==> config.mk <==
export PLATFORM = sky130hd
export DESIGN_NAME = wbuf_coalesce
export DESIGN_NICKNAME = d
export VERILOG_FILES = /design/src/rtl/wbuf_coalesce_pkg.sv /design/src/rtl/wbuf_match.sv /design/src/rtl/wbuf_coalesce.sv
export SDC_FILE = /design/constraint.sdc
export NUM_CORES = 1
export LEC_CHECK = 0
export BUFFER_PORTS_ARGS = -buffer_cell sky130_fd_sc_hd__buf_2
export CELL_PAD_IN_SITES_DETAIL_PLACEMENT = 0
export CELL_PAD_IN_SITES_GLOBAL_PLACEMENT = 1
export CORE_MARGIN = 2
export CORE_UTILIZATION = 40
export CTS_BUF_LIST = sky130_fd_sc_hd__clkbuf_8
export CTS_CLUSTER_SIZE = 14
export DETAILED_ROUTE_END_ITERATION = 6
export PLACE_DENSITY_LB_ADDON = 0.15
export SKIP_LAST_GASP = 1
export SLEW_MARGIN = 15
export SYNTH_ARGS = -nofsm -noshare
export SYNTH_HDL_FRONTEND = slang
export SYNTH_SLANG_ARGS = --single-unit
==> constraint.sdc <==
create_clock -name ph1 -period 5.96 [get_ports ph1]
set_clock_uncertainty 0.1 [all_clocks]
set_input_delay 1.49 -clock ph1 [delete_from_list [all_inputs] [get_ports ph1]]
set_output_delay 1.49 -clock ph1 [all_outputs]
set_load 0.03 [all_outputs]
==> src/rtl/wbuf_coalesce_pkg.sv <==
// Shared constants and helpers for the coalescing write buffer.
package wbuf_coalesce_pkg;

  localparam int BYTE_W = 8;

  // Wrapping pointer increment shared by the head and tail pointers.
  function automatic int unsigned ptr_inc(input int unsigned p, input int unsigned depth);
    return (p + 32'd1) % depth;
  endfunction

endpackage

==> src/rtl/wbuf_match.sv <==
// Youngest-match priority select over a circular buffer ordered from hd.
// Valid entries are contiguous from hd, so the last match seen while
// walking forward from hd is the youngest one.
module wbuf_match
  import wbuf_coalesce_pkg::*;
#(
  parameter int DEPTH = 4,
  parameter int PW    = 2
) (
  input  logic [PW-1:0]    hd,
  input  logic [DEPTH-1:0] eq,
  output logic [DEPTH-1:0] sel,
  output logic             hit
);

  logic [PW-1:0] idx_s;

  // Walk the ring oldest to youngest; every later match overrides the earlier one.
  always_comb begin
    sel   = '0;
    hit   = 1'b0;
    idx_s = '0;
    for (int i = 0; i < DEPTH; i++) begin
      idx_s = hd + PW'(i);
      if (eq[idx_s]) begin
        sel        = '0;
        sel[idx_s] = 1'b1;
        hit        = 1'b1;
      end else begin
        hit = hit;
      end
    end
  end

endmodule

==> src/rtl/wbuf_coalesce.sv <==
// Parametrised store write buffer: in-order drain to memory, byte-lane
// coalescing into the youngest entry, and a load forwarding lookup.
module wbuf_coalesce #(
  parameter int DEPTH    = 4,
  parameter int AW       = 27,
  parameter int DW       = 32,
  parameter int COALESCE = 1
) (
  input  logic                   ph1,
  input  logic                   reset,
  input  logic                   en,
  input  logic [AW-1:0]          adr,
  input  logic [DW-1:0]          data,
  input  logic [DW/8-1:0]        byteen,
  output logic                   done,
  input  logic [AW-1:0]          lkadr,
  input  logic [DW/8-1:0]        lkbyteen,
  output logic                   lkhit,
  output logic                   lkcover,
  output logic [DW-1:0]          lkdata,
  output logic [AW-1:0]          memadr,
  output logic [DW-1:0]          memdata,
  output logic [DW/8-1:0]        membyteen,
  output logic                   memen,
  input  logic                   memdone,
  input  logic                   flush,
  output logic                   empty,
  output logic [$clog2(DEPTH):0] count
);
  import wbuf_coalesce_pkg::*;

  localparam int BE      = DW / 8;
  localparam int PW      = $clog2(DEPTH);
  localparam int CW      = PW + 1;
  localparam bit COAL_EN = (COALESCE != 0);

  logic [DEPTH-1:0] valid_r;
  logic [AW-1:0]    adr_r  [DEPTH];
  logic [DW-1:0]    data_r [DEPTH];
  logic [BE-1:0]    be_r   [DEPTH];
  logic [PW-1:0]    hd_r;
  logic [PW-1:0]    tl_r;
  logic [CW-1:0]    count_r;

  logic [PW-1:0]    y_s;
  logic             coal_s;
  logic             push_s;
  logic             merge_s;
  logic             retire_s;
  logic [DEPTH-1:0] eq_s;
  logic [DEPTH-1:0] sel_s;
  logic             hit_s;
  logic [BE-1:0]    lkbe_s;

  // Store acceptance: merge into the youngest entry when it is not the head
  // (the head may be mid-write), otherwise allocate a new slot if one is free.
  always_comb begin
    y_s      = tl_r - PW'(1);
    coal_s   = COAL_EN & valid_r[y_s] & (y_s != hd_r) & (adr_r[y_s] == adr);
    done     = ~flush & (coal_s | (count_r < CW'(DEPTH)));
    push_s   = en & done & ~coal_s;
    merge_s  = en & done & coal_s;
    retire_s = valid_r[hd_r] & memdone;
  end

  // Memory side presents the head entry directly so it stays stable until retired.
  always_comb begin
    memen     = valid_r[hd_r];
    memadr    = adr_r[hd_r];
    memdata   = data_r[hd_r];
    membyteen = be_r[hd_r];
    count     = count_r;
    empty     = (count_r == CW'(0));
  end

  // Per-entry address compare for the load lookup.
  always_comb begin
    eq_s = '0;
    for (int i = 0; i < DEPTH; i++) begin
      eq_s[i] = valid_r[i] & (adr_r[i] == lkadr);
    end
  end

  wbuf_match #(
    .DEPTH (DEPTH),
    .PW    (PW)
  ) u_match (
    .hd  (hd_r),
    .eq  (eq_s),
    .sel (sel_s),
    .hit (hit_s)
  );

  // And-or mux of the one-hot youngest match onto the lookup outputs.
  always_comb begin
    lkdata = '0;
    lkbe_s = '0;
    for (int i = 0; i < DEPTH; i++) begin
      lkdata = lkdata | (data_r[i] & {DW{sel_s[i]}});
      lkbe_s = lkbe_s | (be_r[i] & {BE{sel_s[i]}});
    end
    lkhit   = hit_s;
    lkcover = hit_s & ((lkbe_s & lkbyteen) == lkbyteen);
  end

  // Buffer state: allocate at tail, merge into youngest, retire at head.
  always_ff @(posedge ph1) begin
    if (reset) begin
      valid_r <= '0;
      hd_r    <= '0;
      tl_r    <= '0;
      count_r <= '0;
      for (int i = 0; i < DEPTH; i++) begin
        adr_r[i]  <= '0;
        data_r[i] <= '0;
        be_r[i]   <= '0;
      end
    end else begin
      if (push_s) begin
        adr_r[tl_r]   <= adr;
        data_r[tl_r]  <= data;
        be_r[tl_r]    <= byteen;
        valid_r[tl_r] <= 1'b1;
        tl_r          <= PW'(ptr_inc(32'(tl_r), 32'(DEPTH)));
      end
      if (merge_s) begin
        for (int b = 0; b < BE; b++) begin
          if (byteen[b]) begin
            data_r[y_s][b*BYTE_W +: BYTE_W] <= data[b*BYTE_W +: BYTE_W];
          end
        end
        be_r[y_s] <= be_r[y_s] | byteen;
      end
      if (retire_s) begin
        valid_r[hd_r] <= 1'b0;
        hd_r          <= PW'(ptr_inc(32'(hd_r), 32'(DEPTH)));
      end
      case ({push_s, retire_s})
        2'b10:   count_r <= count_r + CW'(1);
        2'b01:   count_r <= count_r - CW'(1);
        default: count_r <= count_r;
      endcase
    end
  end

endmodule

* Word level (Yosys, flattened, before mapping) *
Memories as Yosys holds them, arrays and structs flattened. A register that Yosys moved wholly into a read port is not among the register bits.
Index checks and enable logic that the tools add are counted.

storage, ports and cells
  register bits after elaboration = 11
  bits in latches = 0
  memory bits (writable) = 252
  bits in read-only memories = 0
  input port bits = 99
  output and inout port bits = 103
  word-level logic and storage cells = 161
  memories kept = 3

cells by class
  add/subtract/negate cells = 8
  multiply operators = 0
  div/mod/pow operators = 0
  magnitude comparators = 12
  equal/unequal tests = 9
  shift-type cells = 0
  muxes and demuxes = 79
  bitwise gates (word level) = 34
  reductions and logical operators = 12

memory list
  name    depth  bits a word  rd ports  clocked after Yosys merged registers in  write ports  line                 RTL
  data_r  4      32           5         1                                        4            wbuf_coalesce.sv:39  logic [DW-1:0] data_r [DEPTH];
  adr_r   4      27           6         1                                        4            wbuf_coalesce.sv:38  logic [AW-1:0] adr_r [DEPTH];
  be_r    4      4            6         1                                        4            wbuf_coalesce.sv:40  logic [BE-1:0] be_r [DEPTH];

operators with widths
  kind                   count
  $eq A27 B27 Y1         5
  $and A32 B32 Y32       4
  $or A32 B32 Y32        3
  $mux W32               2
  $reduce_or A32 Y1      2
  $mux W1                43
  $mux W4                10
  $mux W27               1
  $reduce_or A27 Y1      1
  $and A4 B4 Y4          6
  $mux W2                11
  $or A4 B4 Y4           5
  $lt A2 B3 Y1 const B   6
  $and A1 B1 Y1          12
  $bmux W1 S2            6
  $demux W1 S2           5
  $ge A2 B1 Y1 const B   5
  $reduce_or A4 Y1       2
  $add A2 B1 Y2 const B  3
  $pmux W3 S2            1
  $logic_and A1 B1 Y1    5
  $add A2 B2 Y2 const B  2
  $eq A4 B4 Y1           1
  $not A4 Y4             1
  11 further kinds       12

* Longest topological paths before layout *
Gate-level depths: netlist (run 1).
An unclocked memory read counts as a cell.

  word-level depth = 16
  depth in mapped cells = 20
  mapped depth without buffers = 13

* Modules after synthesis *
Synthesis (run 1) repeated with hierarchy kept, for this count alone.

unflattened totals
  cell total of the unflattened synthesis = 1,250
  area, all modules = 16,101.7 µm²

by module, submodules not included
  module         times used  cells each  area each (µm²)  seq. area each (µm²)
  wbuf_coalesce  1           1,204       15,693.8         7,827.5
  wbuf_match     1           46          407.9            0.0

* Least setup slack after synthesis (run 1) *
Ideal clock, no wire load.

  path type = in2out
  start = input lkadr[25]
  end = output lkcover
  arrival = 4.242 ns
  data required time = 4.370 ns
  path slack = 0.128 ns
  stages on the path = 11
  path buffers = 1
  path through = clkbuf_1 xnor2_1 nand4_1 nor4_1 nand2_1 mux4_2 or3b_1 a211oi_1 a221oi_1 a21boi_1 and4_1

between the ends
  cells in the longest elaborated chain, start to end = 15
  elaborated cells between the ends (all ways) = 34
  classes of those cells = eq/ne (5); mux (16); bitwise (13)

RTL lines
  element                        line                  RTL
  start, declared                wbuf_coalesce.sv:16   input logic [AW-1:0] lkadr,
  $eq A27 B27 Y1                 wbuf_coalesce.sv:80   eq_s[i] = valid_r[i] & (adr_r[i] == lkadr);
  $and A1 B1 Y1                  wbuf_coalesce.sv:80
  $bmux W1 S2                    wbuf_match.sv:25      if (eq[idx_s]) begin
  $mux W1 (not written as such)  wbuf_match.sv:25
  $mux W4 (4 in series)          wbuf_match.sv:25
  $and A4 B4 Y4                  wbuf_coalesce.sv:100  lkbe_s = lkbe_s | (be_r[i] & {BE{sel_s[i]}});
  $or A4 B4 Y4 (3 in series)     wbuf_coalesce.sv:100
  $and A4 B4 Y4                  wbuf_coalesce.sv:103  lkcover = hit_s & ((lkbe_s & lkbyteen) == lkbyteen);
  $eq A4 B4 Y1                   wbuf_coalesce.sv:103
  $and A1 B1 Y1 *                wbuf_coalesce.sv:103
  end, declared                  wbuf_coalesce.sv:19   output logic lkcover,

Every way passes the cells marked *; elsewhere a longest branch is shown, timed or not. The select of a mux whose other input is x is not followed.

* Worst setup path after layout (run 1) *
  start = input lkadr[7]
  end = output lkcover

The elaborated chain is that of the path after synthesis.

==> results of run 1 <==
synth_stat cells, drive strengths merged, types with 10 or more instances:
library cell / count / share of area (%)
edfxtp: 252 / 48
xnor2: 136 / 7.5
nor2: 133 / 3.2
and2: 120 / 4.7
mux4: 100 / 14
nand2: 97 / 3.8
a22oi: 70 / 3.3
clkbuf: 67 / 1.6
nand4: 63 / 2.5
inv: 49 / 1.2
buf: 25 / 1.1
nand2b: 18 / 0.71
dfxtp: 13 / 1.6
a21oi: 12 / 0.38
nor2b: 12 / 0.47
nor4: 12 / 0.57
nor3: 10 / 0.45
or2: 10 / 0.39
worst paths after layout:
path / start / endpoint / slack [ps] / depth (start not counted)
setup / recovery: lkadr[7] / lkcover / -90 / 15
hold / removal: count[1]$_SDFFE_PP0P_ / count[1]$_SDFFE_PP0P_ / 480 / 2
setup reg to reg: tl_r[1]$_SDFFE_PP0N_ / adr_r[0][20]$_SDFFCE_PN0P_ / 790 / 14
hold reg to reg: count[1]$_SDFFE_PP0P_ / count[1]$_SDFFE_PP0P_ / 480 / 2
routing by layer:
metal	wire length, um	vias to the layer above
li1	-	5441
met1	24250	6124
met2	25910	464
met3	3748	90
met4	1336	4
met5	27	-
worst register-to-register path, delay by kind of cell (launching register included):
| family | cells | cell delay [ps] |
|---|---|---|
| xor gates and xnor gates | 1 | 190 |
| adders and majority gates | 1 | 450 |
| and+or+nand+nor | 5 | 1390 |
| AOI/OAI and AO/OA | 1 | 400 |
| muxes | 1 | 350 |
| DFF | 1 | 450 |
| buffers and inverters | 5 | 1400 |
flip-flops by register name, indices dropped and copies added, names as in the netlist, named ones only:
signal,flops
count,3
tl_r,2
adr_r,108
hd_r,2
be_r,16
valid_r,4
data_r,128
stage by stage:
step                utilization (%)  instance area [sq um]  hold WS (ps)  worst slack [ps]  setup TNS, ps
CTS                           50.77                  20030         501.3            -96.73          -1103
global route                  52.22                  20600         522.9            -187.4          -2832
finish                        52.22                  20600         481.4            -93.69          -1110
detailed placement            46.37                  18300         488.8            -412.9         -10880
floorplan                         -                  15890         409.4             127.5              0
global placement              46.37                  18300         472.2            -457.1         -11680
layout by cell type, fill, tap and decap left out, types with 8 or more instances in the layout:
cell type  synthesis  final
nand2_1           63     53
nand4_1           63     63
nor2_1           132    130
and2_1           119    119
nor2b_1           12     12
buf_12             3      8
nand2b_1          18     18
inv_2             19     19
inv_1             30     47
buf_4              3    145
dfxtp_1           13     10
a21oi_1           12     11
nand2_2            3     11
nand3_1            9      9
edfxtp_1         252    252
ha_1               9      8
buf_2              8    147
buf_6              2     49
a22oi_1           70     32
clkbuf_8           0     51
mux4_2           100    100
clkinv_1           0     12
a21o_1             8      8
nand2_4           31     33
or2_2              8      8
xnor2_2            0     48
xnor2_1          136     82
a22oi_2            0     38
cell families (layout without fill, tap and decap cells):
group | after synthesis | in the layout
buf+inv | 141 | 491
fa+ha+maj | 10 | 10
simple gates | 497 | 497
compound gates | 136 | 136
xor+xnor | 141 | 141
flops | 265 | 265
mux | 104 | 104
report_power, final:
group          internal (mW)  switching [mW]  leakage [nW]  total (mW)
Combinational          0.389           0.511          4.82       0.900
Clock                  0.836           0.817         0.520        1.65
Sequential              2.15           0.101          2.72        2.25
layout make-up:
cell class                      instances  share of cell area, %
Clock buffer                           51                  3.407
Inverter                               49                 0.8927
Timing Repair Buffer                  355                  13.00
Clock inverter                         36                 0.9291
Sequential cell                       265                  38.03
Tap cell                              525                  3.188
Multi-Input combinational cell        888                  40.55
repair_timing:
action                                  in CTS  in global routing
endpoints found under the setup margin      34                 34
resized for setup                          159                101
buffers inserted                             7                  5
pin swaps                                   65                 30
gates cloned                                 3                  1
==> flow_summary.json, run 1 <==
{
  "status": "complete, but fails checks",
  "violations": "negative setup slack",
  "fill_cells": 3520,
  "ir_drop_v": 0.0001554,
  "cp_slowest_cell": "mux4_2",
  "fp-row-count": 73,
  "synth_fp_nets": 1403,
  "syn-mean-instance-area_sq_um": 12.28,
  "crit_chain": "buf_12, xnor2_4, buf_6, nand4_1, nor4_2, buf_4, nand2_4, mux4_2, or3b_4, a211oi_2, buf_4, a221oi_2, a21boi_1, and4_1, buf_6",
  "grt_max_degree": 43,
  "die_area_sq_um": 41340,
  "finalMaxSlewViolations": 0,
  "synth_top_family_by_area": "simple AND/OR/NAND/NOR gates",
  "yosys.cell_types.count": 65,
  "muxShareOfSynthArea_pct": 14.42,
  "place_congestion": 1.053,
  "relSlewSlack_pct": 35.44,
  "cts_tree": "done",
  "antenna_cells": 0,
  "clock.fmax_mhz": 165.2,
  "cts_hold_buf": 0,
  "syn_inst": 1294,
  "worst_slack_ps": -93.69,
  "globalRouteMet1Util_pct": 37.68,
  "grt_pass1_wl_um": 81430,
  "synth_simple_gate_area_share_pct": 17.72,
  "io_pins": 202,
  "cp.buffers_inverters": 5,
  "leakage_nw": 8.062,
  "rsz0062_at_grt": "yes",
  "vias": 12120,
  "cp_top_family": "simple AND/OR/NAND/NOR gates",
  "timing_hold_violations_final": 0,
  "synth_warnings": 0,
  "numCtsBuffers": 50,
  "synth_compound_area_share_pct": 6.133,
  "fin_crit_sh_pct": 101.6,
  "die_x_um": 203.3,
  "busiest_layer": "met2",
  "initial_core_util_pct": 40.27,
  "synth_edf_count": 252,
  "max-cap-violations": 0,
  "synth_flop_cell": "edfxtp_1",
  "ant_nets": 0,
  "worstMarginPinSlew_ps": 968.4,
  "htreeDepth": 2,
  "ys_ff_latch": 265,
  "track_usage_pct": 26.85,
  "powerDensity_nw_per_um2": 233.0,
  "finalSetupViolCount": 33,
  "drive_above_1_share_pct": 43.49,
  "clk_pin_slew_ps": 50,
  "portBuffers": 201,
  "crit_arrival_ps": 4460,
  "drt-total-wl_um": 55260,
  "cts.sinks": 265,
  "placedCellCount": 2067,
  "instances_no_fill": 2169,
  "crit_type": "in -> out",
  "antenna_found_initial": 2,
  "min_period_ps": 6054,
  "cts_root_buf": "clkbuf_8",
  "synth-adder-area-share_pct": 0.8346,
  "yosysSeqAreaShare_pct": 49.26,
  "cp_slowest_stage_delay_ps": 490,
  "drtIter0Drc": 865,
  "critical_path_required_ps": 4370,
  "multi_input_area_sq_um": 8354,
  "insertion_delay_ps": 660,
  "ys_async_sr_fraction_pct": 0,
  "first_pass_iters": 5,
  "syn_area_sq_um": 15890,
  "core-area_sq_um": 39460,
  "grt_pass1_vias": 12430,
  "crit_fanout": 4,
  "hold_path_class": "reg -> reg",
  "met2_usage_pct": 42.33,
  "drt-vias-per-instance": 5.589,
  "clockBufferDepth": 3,
  "synth-xor-area-share_pct": 7.771,
  "die_y_um": 203.3,
  "p_total_mw": 4.800,
  "cp-start-kind": "input pin",
  "area_growth_pct": 29.65,
  "layout.nets": 1718,
  "seqCellArea_sq_um": 7836,
  "end_kind": "primary output",
  "use_met3_pct": 5.321,
  "global_route.overflow_total": 0,
  "dp_hpwl_um": 38160,
  "drc": 0,
  "wl_per_cell_um": 25.48
}
Power figures use the tool's default switching activity.
==> run 2: changes to the inputs <==
--- a/config.mk
+++ b/config.mk
@@ -6,8 +6,6 @@
 export NUM_CORES = 1
 export LEC_CHECK = 0
 export BUFFER_PORTS_ARGS = -buffer_cell sky130_fd_sc_hd__buf_2
-export CELL_PAD_IN_SITES_DETAIL_PLACEMENT = 0
-export CELL_PAD_IN_SITES_GLOBAL_PLACEMENT = 1
 export CORE_MARGIN = 2
 export CORE_UTILIZATION = 40
 export CTS_BUF_LIST = sky130_fd_sc_hd__clkbuf_8
@@ -18,4 +16,5 @@
 export SLEW_MARGIN = 15
 export SYNTH_ARGS = -nofsm -noshare
 export SYNTH_HDL_FRONTEND = slang
+export SYNTH_HIERARCHICAL = 1
 export SYNTH_SLANG_ARGS = --single-unit
==> flow_summary.json, run 2 <==
{
  "io_pins": 202,
  "numCtsBuffers": 50,
  "rsz0062_at_grt": "yes",
  "first_pass_iters": 5,
  "powerDensity_nw_per_um2": 240.5,
  "synth_commonest_cells": "edfxtp_1 (252), xnor2_1 (135), and3_1 (130)",
  "ir_drop_v": 0.0001564,
  "grt_pass1_vias": 12230,
  "cts.sinks": 265,
  "fin_crit_sh_pct": 104.4,
  "drt-total-wl_um": 53990,
  "portBuffers": 201,
  "critical_path_required_ps": 4370,
  "die_y_um": 204.6,
  "grt_max_degree": 55,
  "clock.fmax_mhz": 160.7,
  "syn_area_sq_um": 16100,
  "wl_per_cell_um": 26.53,
  "worstHoldStart": "count[1]$_SDFFE_PP0P_",
  "crit-reg2reg-launch": "tl_r[1]$_SDFFE_PP0N_",
  "hold_path_class": "reg -> reg",
  "crit_arrival_ps": 4630,
  "yosysMostFrequentCell": "edfxtp_1",
  "layout.nets": 1591,
  "worstMarginPinSlew_ps": 1143,
  "initial_core_util_pct": 40.53,
  "global_route.overflow_total": 0,
  "synth_edf_count": 252,
  "max-cap-violations": 0,
  "stdcell_area_sq_um": 20350,
  "cts_hold_buf": 0,
  "final_cell_mix": "edfxtp_1 (252), buf_2 (151), and3_1 (129), mux4_2 (93), xnor2_1 (91)",
  "cp-start-kind": "input pin",
  "drtIter0Drc": 934,
  "p_total_mw": 4.893,
  "timing_hold_violations_final": 0,
  "grt_pass1_wl_um": 78550,
  "crit_type": "in -> out",
  "ys_async_sr_fraction_pct": 0,
  "insertion_delay_ps": 640,
  "yosysSeqAreaShare_pct": 48.61,
  "violations": "negative setup slack",
  "end_kind": "primary output",
  "clockBufferDepth": 3,
  "synth.top_cell.area_share_pct": 47.00,
  "fin_util_pct": 51.21,
  "drc": 0,
  "crit_fanout": 6,
  "syn_inst": 1250,
  "vias": 12090,
  "min_period_ps": 6223,
  "top_register": "data_r",
  "leakage_nw": 7.671,
  "cts_root_buf": "clkbuf_8",
  "mostFrequentLayoutCell": "edfxtp_1",
  "synth_flop_cell": "edfxtp_1",
  "place_congestion": 0.9689,
  "setup_tns_ps": -5152,
  "synth.area.top_cells": "edfxtp_1 (47%), mux4_2 (13%), xnor2_1 (7.3%)",
  "finalMaxSlewViolations": 0,
  "track_usage_pct": 25.28,
  "drive_above_1_share_pct": 40.58,
  "synth_warnings": 6,
  "post_dp_cell_area_sq_um": 18100,
  "antenna_found_initial": 3,
  "dp_hpwl_um": 36450,
  "drt-vias-per-instance": 5.939,
  "yosys.cell_types.count": 60,
  "area_growth_pct": 26.37,
  "status": "complete, but fails checks",
  "syn-mean-instance-area_sq_um": 12.88,
  "largest_reg_flops": 128,
  "cts_tree": "done",
  "clk_pin_slew_ps": 60,
  "yosys.area.top_type": "edfxtp_1",
  "relSlewSlack_pct": 23.66,
  "core-area_sq_um": 39730,
  "critPathLaunch": "lkadr[25]",
  "htreeDepth": 2,
  "finalSetupViolCount": 30,
  "ant_nets": 0,
  "ys_ff_latch": 265,
  "reg_top3": "data_r (128), adr_r (108), be_r (16)",
  "synth_fp_nets": 1365,
  "worst_slack_ps": -263.5,
  "fp-row-count": 73,
  "die_area_sq_um": 41880,
  "die_x_um": 204.6,
  "pre_cts_ws_ps": -614.0
}
-- run 2: changes by cell type in the layout (fill, tap and decap cells not counted), sizes merged, moves of 20 or more --
cell	previous run	this run
and3	0	130
mux2i	4	24
nand4	63	40
nand2	97	67
buf	353	293
inv	66	28
nor2	133	19
and2	120	60
nor4b	1	64
-- run 2: worst paths after layout --
path | to | slack (ps) | depth (start not counted)
hold reg to reg | count[1]$_SDFFE_PP0P_ | 460 | 2
setup / recovery | lkdata[7] | -260 | 16
setup reg to reg | count[2]$_SDFFE_PP0P_ | 1070 | 17
hold / removal | count[1]$_SDFFE_PP0P_ | 460 | 2
-- run 2: area by class of cell --
class | instances | area, sq um
Clock inverter | 31 | 251.5
Tap cell | 525 | 656.9
Antenna cell | 2 | 5.005
Fill cell | 3474 | 19380
Clock buffer | 53 | 729.5
Multi-Input combinational cell | 843 | 8559
Inverter | 15 | 56.30
Sequential cell | 265 | 7839
Timing Repair Buffer | 301 | 2250
-- run 2: cell families after synthesis --
family                     count (synthesis)  synth area share [%]
muxes                                    121                 14.80
and+or+nand+nor                          419                 17.16
buffers and inverters                    142                 3.761
adders and majority gates                 16                 1.290
AOI/OAI and AO/OA                        147                 6.761
DFF                                      265                 48.61
xor gates and xnor gates                 140                 7.615
-- run 2: report_power, final --
part / internal [mW] / leakage (nW) / total (mW) / switching (mW)
combinational: 0.338 / 4.42 / 0.826 / 0.488
sequential: 2.14 / 2.70 / 2.23 / 0.0929
clock: 1.03 / 0.552 / 1.84 / 0.812
-- run 2: metal layers --
layer | vias to the layer above | part of all wire, % | global-route usage, %
met5 | - | 0.039 | 0
met4 | 4 | 3.7 | 9.757
met3 | 124 | 5.9 | 4.391
met2 | 481 | 51 | 43.83
met1 | 6129 | 39 | 31.39
li1 | 5347 | - | -
-- run 2: worst max-delay path, cell delays in order --
cell,delay (ps)
buf_6,110
xnor2_2,180
nand4_1,160
or4_4,570
nor4_4,270
buf_4,190
mux4_2,240
nor2b_4,170
nand2_2,80
a31oi_4,330
buf_6,150
buf_8,140
clkbuf_16,170
a22oi_1,90
nand2_1,130
buf_6,150
-- run 2: repair_timing --
action | CTS | global route
setup endpoints to repair | 34 | 34
endpoints found under the hold margin | 0 | 0
resized for setup | 45 | 224
cloned | 0 | 5
buffers inserted | 1 | 11
pin swaps | 18 | 47
-- run 2: per-stage QoR --
stage / hold slack (ps) / instances
after floorplan: 439.5 / 1250
final: 456.4 / 2035
after CTS: 456.2 / 2022
after detailed placement: 443.6 / 1937
after global routing: 491.4 / 2033
after global placement: 425.5 / 1937
